<file path="config.mk">
export PLATFORM = sky130hd
export DESIGN_NAME = uart_mem_cmd_parser_flat
export DESIGN_NICKNAME = d
export VERILOG_FILES = /design/src/rtl/uart_mem_cmd_parser_if.sv /design/src/rtl/uart_mem_cmd_parser.sv /design/src/flat_wrapper.sv
export SDC_FILE = /design/constraint.sdc
export NUM_CORES = 1
export LEC_CHECK = 0
export ABC_AREA = 1
export CORE_MARGIN = 4
export CORE_UTILIZATION = 43
export DETAILED_ROUTE_END_ITERATION = 7
export GPL_TIMING_DRIVEN = 0
export PLACE_DENSITY = 0.66
export SETUP_SLACK_MARGIN = 0.1
export SLEW_MARGIN = 20
export SYNTH_ARGS = -nofsm -noshare
export SYNTH_HDL_FRONTEND = slang
export SYNTH_SLANG_ARGS = --single-unit
export TNS_END_PERCENT = 5
</file>
<file path="constraint.sdc">
create_clock -name clk -period 3.7 [get_ports clk]
set_input_delay 0.37 -clock clk [delete_from_list [all_inputs] [get_ports clk]]
set_output_delay 0.37 -clock clk [all_outputs]
set_load 0.01 [all_outputs]
</file>
<file path="src/rtl/uart_mem_cmd_parser_if.sv">
// Bus bundle between the UART command parser and its environment:
// UART RX/TX byte streams, CPU run enable, and the debug memory port.
interface uart_mem_cmd_parser_if;
  logic [7:0]  rx_byte;
  logic        rx_valid;
  logic [7:0]  tx_byte;
  logic        tx_valid;
  logic        tx_ready;
  logic        enable;
  logic        write_mem_req;
  logic        target_mem_type;
  logic [8:0]  target_addr;
  logic [31:0] uart_rx_data_in;
  logic        rw_flag;
  logic [41:0] mem_tx_data_out;
  logic        mem_tx_data_ready;
  logic        busy;
  logic        rx_dropped;

  // Parser side
  modport master (
    input  rx_byte, rx_valid, tx_ready, enable, mem_tx_data_out, mem_tx_data_ready,
    output tx_byte, tx_valid, write_mem_req, target_mem_type, target_addr,
           uart_rx_data_in, rw_flag, busy, rx_dropped
  );

  // Environment side (UART, CPU control, memories)
  modport slave (
    output rx_byte, rx_valid, tx_ready, enable, mem_tx_data_out, mem_tx_data_ready,
    input  tx_byte, tx_valid, write_mem_req, target_mem_type, target_addr,
           uart_rx_data_in, rw_flag, busy, rx_dropped
  );
endinterface

</file>
<file path="src/rtl/uart_mem_cmd_parser.sv">
// UART command front-end for the instruction/data memory debug port.
// Assembles RX bytes into read/write frames, issues a single-cycle memory
// request while the CPU is halted, and returns an ACK, an error byte, or
// the 6-byte serialized read response on the TX stream.
module uart_mem_cmd_parser #(
  parameter int         FRAME_TIMEOUT = 1024,
  parameter int         RESP_TIMEOUT  = 16,
  parameter logic [7:0] ACK_BYTE      = 8'hAA,
  parameter logic [7:0] ERR_BYTE      = 8'hEE
) (
  input  logic                   clk,
  input  logic                   reset,
  uart_mem_cmd_parser_if.master  bus
);

  localparam int TMAX = (FRAME_TIMEOUT > RESP_TIMEOUT) ? FRAME_TIMEOUT : RESP_TIMEOUT;
  localparam int TW   = $clog2(TMAX + 1);
  localparam logic [TW-1:0] FRAME_LIM = TW'(FRAME_TIMEOUT);
  localparam logic [TW-1:0] RESP_LIM  = TW'(RESP_TIMEOUT - 1);

  typedef enum logic [2:0] {
    IDLE, ADDR, DATA, ISSUE, WAIT_RESP, SEND_RESP, SEND_BYTE
  } state_t;

  state_t        state_q, state_d;
  logic          frm_rw_q, frm_rw_d;
  logic          frm_type_q, frm_type_d;
  logic [8:0]    frm_addr_q, frm_addr_d;
  logic [31:0]   frm_data_q, frm_data_d;
  logic [2:0]    cnt_q, cnt_d;
  logic [TW-1:0] timer_q, timer_d;
  // Remaining response bytes after byte 0, which goes straight to tx_byte.
  logic [39:0]   resp_q, resp_d;
  logic [7:0]    tx_byte_q, tx_byte_d;
  logic          tx_valid_q, tx_valid_d;
  logic          out_rw_q, out_rw_d;
  logic          out_type_q, out_type_d;
  logic [8:0]    out_addr_q, out_addr_d;
  logic [31:0]   out_data_q, out_data_d;
  logic          rx_dropped_q, rx_dropped_d;

  // State and datapath registers with synchronous reset
  always_ff @(posedge clk) begin
    if (reset) begin
      state_q      <= IDLE;
      frm_rw_q     <= 1'b0;
      frm_type_q   <= 1'b0;
      frm_addr_q   <= '0;
      frm_data_q   <= '0;
      cnt_q        <= '0;
      timer_q      <= '0;
      resp_q       <= '0;
      tx_byte_q    <= '0;
      tx_valid_q   <= 1'b0;
      out_rw_q     <= 1'b0;
      out_type_q   <= 1'b0;
      out_addr_q   <= '0;
      out_data_q   <= '0;
      rx_dropped_q <= 1'b0;
    end else begin
      state_q      <= state_d;
      frm_rw_q     <= frm_rw_d;
      frm_type_q   <= frm_type_d;
      frm_addr_q   <= frm_addr_d;
      frm_data_q   <= frm_data_d;
      cnt_q        <= cnt_d;
      timer_q      <= timer_d;
      resp_q       <= resp_d;
      tx_byte_q    <= tx_byte_d;
      tx_valid_q   <= tx_valid_d;
      out_rw_q     <= out_rw_d;
      out_type_q   <= out_type_d;
      out_addr_q   <= out_addr_d;
      out_data_q   <= out_data_d;
      rx_dropped_q <= rx_dropped_d;
    end
  end

  // Next-state logic: frame assembly, issue, response capture and TX sequencing
  always_comb begin
    state_d      = state_q;
    frm_rw_d     = frm_rw_q;
    frm_type_d   = frm_type_q;
    frm_addr_d   = frm_addr_q;
    frm_data_d   = frm_data_q;
    cnt_d        = cnt_q;
    timer_d      = timer_q;
    resp_d       = resp_q;
    tx_byte_d    = tx_byte_q;
    tx_valid_d   = tx_valid_q;
    out_rw_d     = out_rw_q;
    out_type_d   = out_type_q;
    out_addr_d   = out_addr_q;
    out_data_d   = out_data_q;
    rx_dropped_d = rx_dropped_q;

    case (state_q)
      IDLE: begin
        if (bus.rx_valid) begin
          frm_rw_d      = bus.rx_byte[7];
          frm_type_d    = bus.rx_byte[6];
          frm_addr_d[8] = bus.rx_byte[0];
          timer_d       = '0;
          if (bus.rx_byte[5:1] != 5'd0) begin
            tx_byte_d = ERR_BYTE;
            state_d   = SEND_BYTE;
          end else begin
            state_d   = ADDR;
          end
        end
      end

      ADDR: begin
        if (bus.rx_valid) begin
          frm_addr_d[7:0] = bus.rx_byte;
          timer_d         = '0;
          cnt_d           = '0;
          state_d         = frm_rw_q ? DATA : ISSUE;
        end else if (timer_q >= FRAME_LIM) begin
          state_d = IDLE;
        end else if (timer_q != {TW{1'b1}}) begin
          timer_d = timer_q + 1'b1;
        end
      end

      DATA: begin
        if (bus.rx_valid) begin
          frm_data_d = {frm_data_q[23:0], bus.rx_byte};
          timer_d    = '0;
          if (cnt_q == 3'd3) begin
            cnt_d   = '0;
            state_d = ISSUE;
          end else begin
            cnt_d   = cnt_q + 3'd1;
          end
        end else if (timer_q >= FRAME_LIM) begin
          state_d = IDLE;
        end else if (timer_q != {TW{1'b1}}) begin
          timer_d = timer_q + 1'b1;
        end
      end

      ISSUE: begin
        timer_d = '0;
        if (bus.enable) begin
          tx_byte_d = ERR_BYTE;
          state_d   = SEND_BYTE;
        end else if (out_rw_q) begin
          tx_byte_d = ACK_BYTE;
          state_d   = SEND_BYTE;
        end else begin
          state_d   = WAIT_RESP;
        end
      end

      WAIT_RESP: begin
        // A ready strobe on the expiry cycle still wins over the timeout.
        if (bus.mem_tx_data_ready) begin
          tx_byte_d = {6'b0, bus.mem_tx_data_out[41:40]};
          resp_d    = bus.mem_tx_data_out[39:0];
          cnt_d     = '0;
          state_d   = SEND_RESP;
        end else if (timer_q >= RESP_LIM) begin
          tx_byte_d = ERR_BYTE;
          state_d   = SEND_BYTE;
        end else if (timer_q != {TW{1'b1}}) begin
          timer_d = timer_q + 1'b1;
        end
      end

      SEND_RESP: begin
        if (!tx_valid_q) begin
          tx_valid_d = 1'b1;
        end else if (bus.tx_ready) begin
          if (cnt_q == 3'd5) begin
            tx_valid_d = 1'b0;
            cnt_d      = '0;
            state_d    = IDLE;
          end else begin
            tx_byte_d  = resp_q[39:32];
            resp_d     = {resp_q[31:0], 8'h00};
            cnt_d      = cnt_q + 3'd1;
          end
        end
      end

      SEND_BYTE: begin
        if (!tx_valid_q) begin
          tx_valid_d = 1'b1;
        end else if (bus.tx_ready) begin
          tx_valid_d = 1'b0;
          state_d    = IDLE;
        end
      end

      default: state_d = IDLE;
    endcase

    // Request fields are refreshed only on entry to ISSUE so they stay
    // stable between accesses.
    if (state_d == ISSUE && state_q != ISSUE) begin
      out_rw_d   = frm_rw_d;
      out_type_d = frm_type_d;
      out_addr_d = frm_addr_d;
      out_data_d = frm_data_d;
    end

    if (bus.rx_valid && (state_q == ISSUE || state_q == WAIT_RESP ||
                         state_q == SEND_RESP || state_q == SEND_BYTE)) begin
      rx_dropped_d = 1'b1;
    end
  end

  assign bus.write_mem_req   = (state_q == ISSUE) && !bus.enable;
  assign bus.target_mem_type = out_type_q;
  assign bus.target_addr     = out_addr_q;
  assign bus.uart_rx_data_in = out_data_q;
  assign bus.rw_flag         = out_rw_q;
  assign bus.tx_byte         = tx_byte_q;
  assign bus.tx_valid        = tx_valid_q;
  assign bus.busy            = (state_q != IDLE);
  assign bus.rx_dropped      = rx_dropped_q;

endmodule

</file>
<file path="src/flat_wrapper.sv">
// flat-port wrapper written by rule: the top's interface ports become plain ports
module uart_mem_cmd_parser_flat 
#(
  parameter int         FRAME_TIMEOUT = 1024,
  parameter int         RESP_TIMEOUT  = 16,
  parameter logic [7:0] ACK_BYTE      = 8'hAA,
  parameter logic [7:0] ERR_BYTE      = 8'hEE
)
  (clk, reset, bus_rx_byte, bus_rx_valid, bus_tx_ready, bus_enable, bus_mem_tx_data_out, bus_mem_tx_data_ready, bus_tx_byte, bus_tx_valid, bus_write_mem_req, bus_target_mem_type, bus_target_addr, bus_uart_rx_data_in, bus_rw_flag, bus_busy, bus_rx_dropped);
  uart_mem_cmd_parser_if bus_i ();
  input  logic clk;
  input  logic reset;
  input wire logic [$bits(bus_i.rx_byte)-1:0] bus_rx_byte;
  input wire logic [$bits(bus_i.rx_valid)-1:0] bus_rx_valid;
  input wire logic [$bits(bus_i.tx_ready)-1:0] bus_tx_ready;
  input wire logic [$bits(bus_i.enable)-1:0] bus_enable;
  input wire logic [$bits(bus_i.mem_tx_data_out)-1:0] bus_mem_tx_data_out;
  input wire logic [$bits(bus_i.mem_tx_data_ready)-1:0] bus_mem_tx_data_ready;
  output wire logic [$bits(bus_i.tx_byte)-1:0] bus_tx_byte;
  output wire logic [$bits(bus_i.tx_valid)-1:0] bus_tx_valid;
  output wire logic [$bits(bus_i.write_mem_req)-1:0] bus_write_mem_req;
  output wire logic [$bits(bus_i.target_mem_type)-1:0] bus_target_mem_type;
  output wire logic [$bits(bus_i.target_addr)-1:0] bus_target_addr;
  output wire logic [$bits(bus_i.uart_rx_data_in)-1:0] bus_uart_rx_data_in;
  output wire logic [$bits(bus_i.rw_flag)-1:0] bus_rw_flag;
  output wire logic [$bits(bus_i.busy)-1:0] bus_busy;
  output wire logic [$bits(bus_i.rx_dropped)-1:0] bus_rx_dropped;
  assign bus_i.rx_byte = bus_rx_byte;
  assign bus_i.rx_valid = bus_rx_valid;
  assign bus_i.tx_ready = bus_tx_ready;
  assign bus_i.enable = bus_enable;
  assign bus_i.mem_tx_data_out = bus_mem_tx_data_out;
  assign bus_i.mem_tx_data_ready = bus_mem_tx_data_ready;
  assign bus_tx_byte = bus_i.tx_byte;
  assign bus_tx_valid = bus_i.tx_valid;
  assign bus_write_mem_req = bus_i.write_mem_req;
  assign bus_target_mem_type = bus_i.target_mem_type;
  assign bus_target_addr = bus_i.target_addr;
  assign bus_uart_rx_data_in = bus_i.uart_rx_data_in;
  assign bus_rw_flag = bus_i.rw_flag;
  assign bus_busy = bus_i.busy;
  assign bus_rx_dropped = bus_i.rx_dropped;
  uart_mem_cmd_parser #(.FRAME_TIMEOUT(FRAME_TIMEOUT), .RESP_TIMEOUT(RESP_TIMEOUT), .ACK_BYTE(ACK_BYTE), .ERR_BYTE(ERR_BYTE)) u_core (.clk(clk), .reset(reset), .bus(bus_i));
endmodule
</file>
==> results.tsv <==
stage	metric	value	unit
run	maxCapViolCount	0	
setup_path	start_kind	register	
setup_path	reg2reg_from	u_core.cnt_q[0]	
floorplan	start_util	0.440	
floorplan	die_w	138	um
routing	wire_per_inst	13.6	um
layout	final_cell_mix	nand2_1, dfxtp_1, nor2_1	
hold_path	hp-class	reg2reg	
layout	final_common_cell	nand2_1	
layout	area_growth	26.1	%
logic_synthesis	syn_inst	1025	
sta	setup_viol	0	
clock_tree	cts.sinks	153	
floorplan	core	16600	sq um
clock_tree	cts_resized	0	
logic_synthesis	synth_cell_types	38	
clock_tree	h-tree-depth	4	
sta	fmax	443	MHz
routing	routed_wl	18900	um
logic_synthesis	synth_nets	1088	
floorplan	rows	47	
clock_tree	cts_tree	yes	
clock_tree	cts_buffers	17	
setup_path	cp_cell_sequence	inv_4 > nand3_2 > nor2_1 > clkdlybuf4s50_1	
pwr	ir_worst_vdd	0.000382	V
setup_path	max_stage_delay	0.58	ns
grt	antenna_found_initial	0	
sta	min_period	2.26	ns
clock_tree	clockBufferDepth	2	
clock_tree	clock_tree.root_cell	clkbuf_16	
routing	viasPerCell	4.85	
grt	grt_pass1_wl	31500	um
logic_synthesis	ys_seq_area_frac	0.418	
placed_design	place.port_buffers	109	
clock_tree	cts_setup_buffers	0	
setup_path	cpMaxStageDelayCell	clkdlybuf4s50_1	
routing	vias	6725	
setup_path	rr_endpoint	u_core.bus.uart_rx_data_in[28]	
sta	final_hold_viol_count	0	
sta	fin_skew	0.0143	ns
clock_tree	cts_hold_buf	0	
setup_path	r2r_slack	1.64	ns
logic_synthesis	syn_avg_cell_area	7.14	sq um
logic_synthesis	syn_area	7320	sq um
setup_path	path_max_fanout	8	
routing	first_pass_iters	5	
sta	rsz0062_at_grt	false	
setup_path	cp-endpoint	bus_write_mem_req	
layout	layout-drive-gt1-share	0.127	
pwr	cellLeakagePower	3.76	nW
routing	antenna_left	0	
placed_design	dp.cells	1354	
layout	nNetsFinal	1216	
grt	track_usage	0.198	
layout	antenna_cells	0	
setup_path	cp-end-kind	output port	
sta	slew_viol_final	0	
grt	overflow	0	
setup_path	path_class	reg2out	
logic_synthesis	ys_ff_latch	153	
clock_tree	clk_latency	0.43	ns
floorplan	ios	111	
pwr	power	0.00516	W
pwr	p_per_area	559	nW/um^2
clock_tree	clk_pin_slew	0.06	ns
logic_synthesis	yosysWarnings	0	
grt	grt_pass1_vias	6479	
setup_path	r2r_cells	12	
sta	relSlewSlack	0.554	
placed_design	dp_hpwl	14100	um
setup_path	crit_required	3.33	ns
sta	tns	0	ns
grt	grt_max_degree	17	
setup_path	worstPathArrival	1.89	ns
routing	drt_iter0_markers	386	
layout	final_cells	1386	
setup_path	startpoint	u_core.state_q[2]	
layout	nFillCells	1633	
placed_design	routabilityCongestion	0.870	
floorplan	die_h	138	um
routing	drc	0	
floorplan	dieArea	19200	sq um
sta	finalCritPeriodShare	0.610	
run_status	outcome	finished clean	
sta	tightest_slew	0.664	ns
how the worst min path moves through the flow:
| stage | from | end | slack (ns) | cells after the start |
|---|---|---|---|---|
| floorplan | u_core.resp_q[0] | u_core.resp_q[0] | 0.44 | 2 |
| CTS | u_core.resp_q[2] | u_core.resp_q[2] | 0.46 | 2 |
| global placement | u_core.resp_q[3] | u_core.resp_q[3] | 0.45 | 2 |
| global route | u_core.resp_q[7] | u_core.resp_q[7] | 0.48 | 2 |
| detailed placement | u_core.resp_q[7] | u_core.resp_q[7] | 0.46 | 2 |
| finish | u_core.resp_q[2] | u_core.resp_q[2] | 0.46 | 2 |
report_power, final:
part	total (W)	leakage, nW	switching (W)	internal, W
sequential	0.00197	1.24	0.000128	0.00185
clock	0.00162	0.249	0.000745	0.000872
combinational	0.00157	2.27	0.000922	0.000645
cell type report:
| type | count | area [sq um] | share of cell area |
|---|---|---|---|
| buffer | 63 | 415 | 0.0450 |
| clock buffer | 18 | 429 | 0.0465 |
| clock inverter | 14 | 116 | 0.0126 |
| inverter | 82 | 312 | 0.0337 |
| multi-input combinational | 727 | 3530 | 0.383 |
| sequential | 153 | 3060 | 0.332 |
| tap | 220 | 275 | 0.0298 |
| timing repair buffer | 109 | 1090 | 0.118 |
synthesized netlist by cell type:
library cell  number  share of area
xor2_1             1         0.0012
ha_1               7          0.012
buf_12             3         0.0082
a21oi_2           40          0.048
o21ai_0           43          0.029
o21bai_1           1         0.0010
clkinv_2           1        0.00068
nand3_2            5         0.0068
buf_1              1        0.00051
nand3_1           69          0.047
a31oi_1           33          0.028
nand3_4            2         0.0048
a22o_1             1         0.0012
nand4_4            1         0.0029
nor2_4             4         0.0062
inv_1             49          0.025
nor2_2             4         0.0034
nand2_4            3         0.0046
o21ai_1           34          0.023
nor2_1           141          0.072
buf_8              2         0.0041
nor2_8             1         0.0027
a21oi_1           43          0.029
o21ai_2            1         0.0012
xnor2_1            1         0.0012
clkbuf_1          26          0.013
o22ai_1            1        0.00085
o22a_1             1         0.0012
inv_2             15         0.0077
clkinv_1          16         0.0082
nand2_1          274           0.14
nand4_1           10         0.0085
inv_4              1        0.00085
buf_6             11          0.017
buf_2             20          0.014
nand2_2            3         0.0026
dfxtp_1          153           0.42
nor3_1             3         0.0020
metal layers:
metal	vias to the layer above	routed length (um)	share of wire	GRT usage
li1	3584	-	-	-
met1	3002	9070	0.48	0.266
met2	122	8770	0.46	0.326
met3	17	816	0.043	0.0421
met4	0	204	0.011	0.0494
met5	-	0	0	0
worst max-delay path: cells and delay by family (launching register included):
family                 cells  cell delay (ns)
and+or+nand+nor            2             0.31
buffers and inverters      2             0.75
DFF                        1             0.41
kinds of logic (layout without fill, tap and decap cells):
logic type / count (synthesis) / count (layout) / share of synthesized area
xor gates and xnor gates: 2 / 2 / 0.00239
adders and majority gates: 7 / 7 / 0.0120
DFF: 153 / 153 / 0.418
and+or+nand+nor: 520 / 520 / 0.305
AOI/OAI and AO/OA: 198 / 198 / 0.164
buffers and inverters: 145 / 286 / 0.0993
stage by stage:
stage | util | instance area [sq um] | hold WS (ns) | setup WS [ns]
after floorplan | - | 7320 | 0.440 | 1.97
after global placement | 0.522 | 8690 | 0.449 | 1.21
after CTS | 0.555 | 9230 | 0.464 | 1.41
after global routing | 0.555 | 9230 | 0.478 | 1.35
final | 0.555 | 9230 | 0.461 | 1.44
after detailed placement | 0.522 | 8690 | 0.456 | 1.21
registers in the layout (all words and copies together) (netlist names):
name and flops:
u_core.resp_q 40, u_core.bus.uart_rx_data_in 32, u_core.frm_data_q 32, u_core.timer_q 11
u_core.bus.target_addr 9, u_core.frm_addr_q 9, u_core.bus.tx_byte 8, u_core.cnt_q 3
u_core.state_q 3, u_core.bus.rw_flag 1, u_core.bus.rx_dropped 1, u_core.bus.target_mem_type 1
u_core.bus.tx_valid 1, u_core.frm_rw_q 1, u_core.frm_type_q 1
No activity file was read; power rests on OpenSTA's default activity.
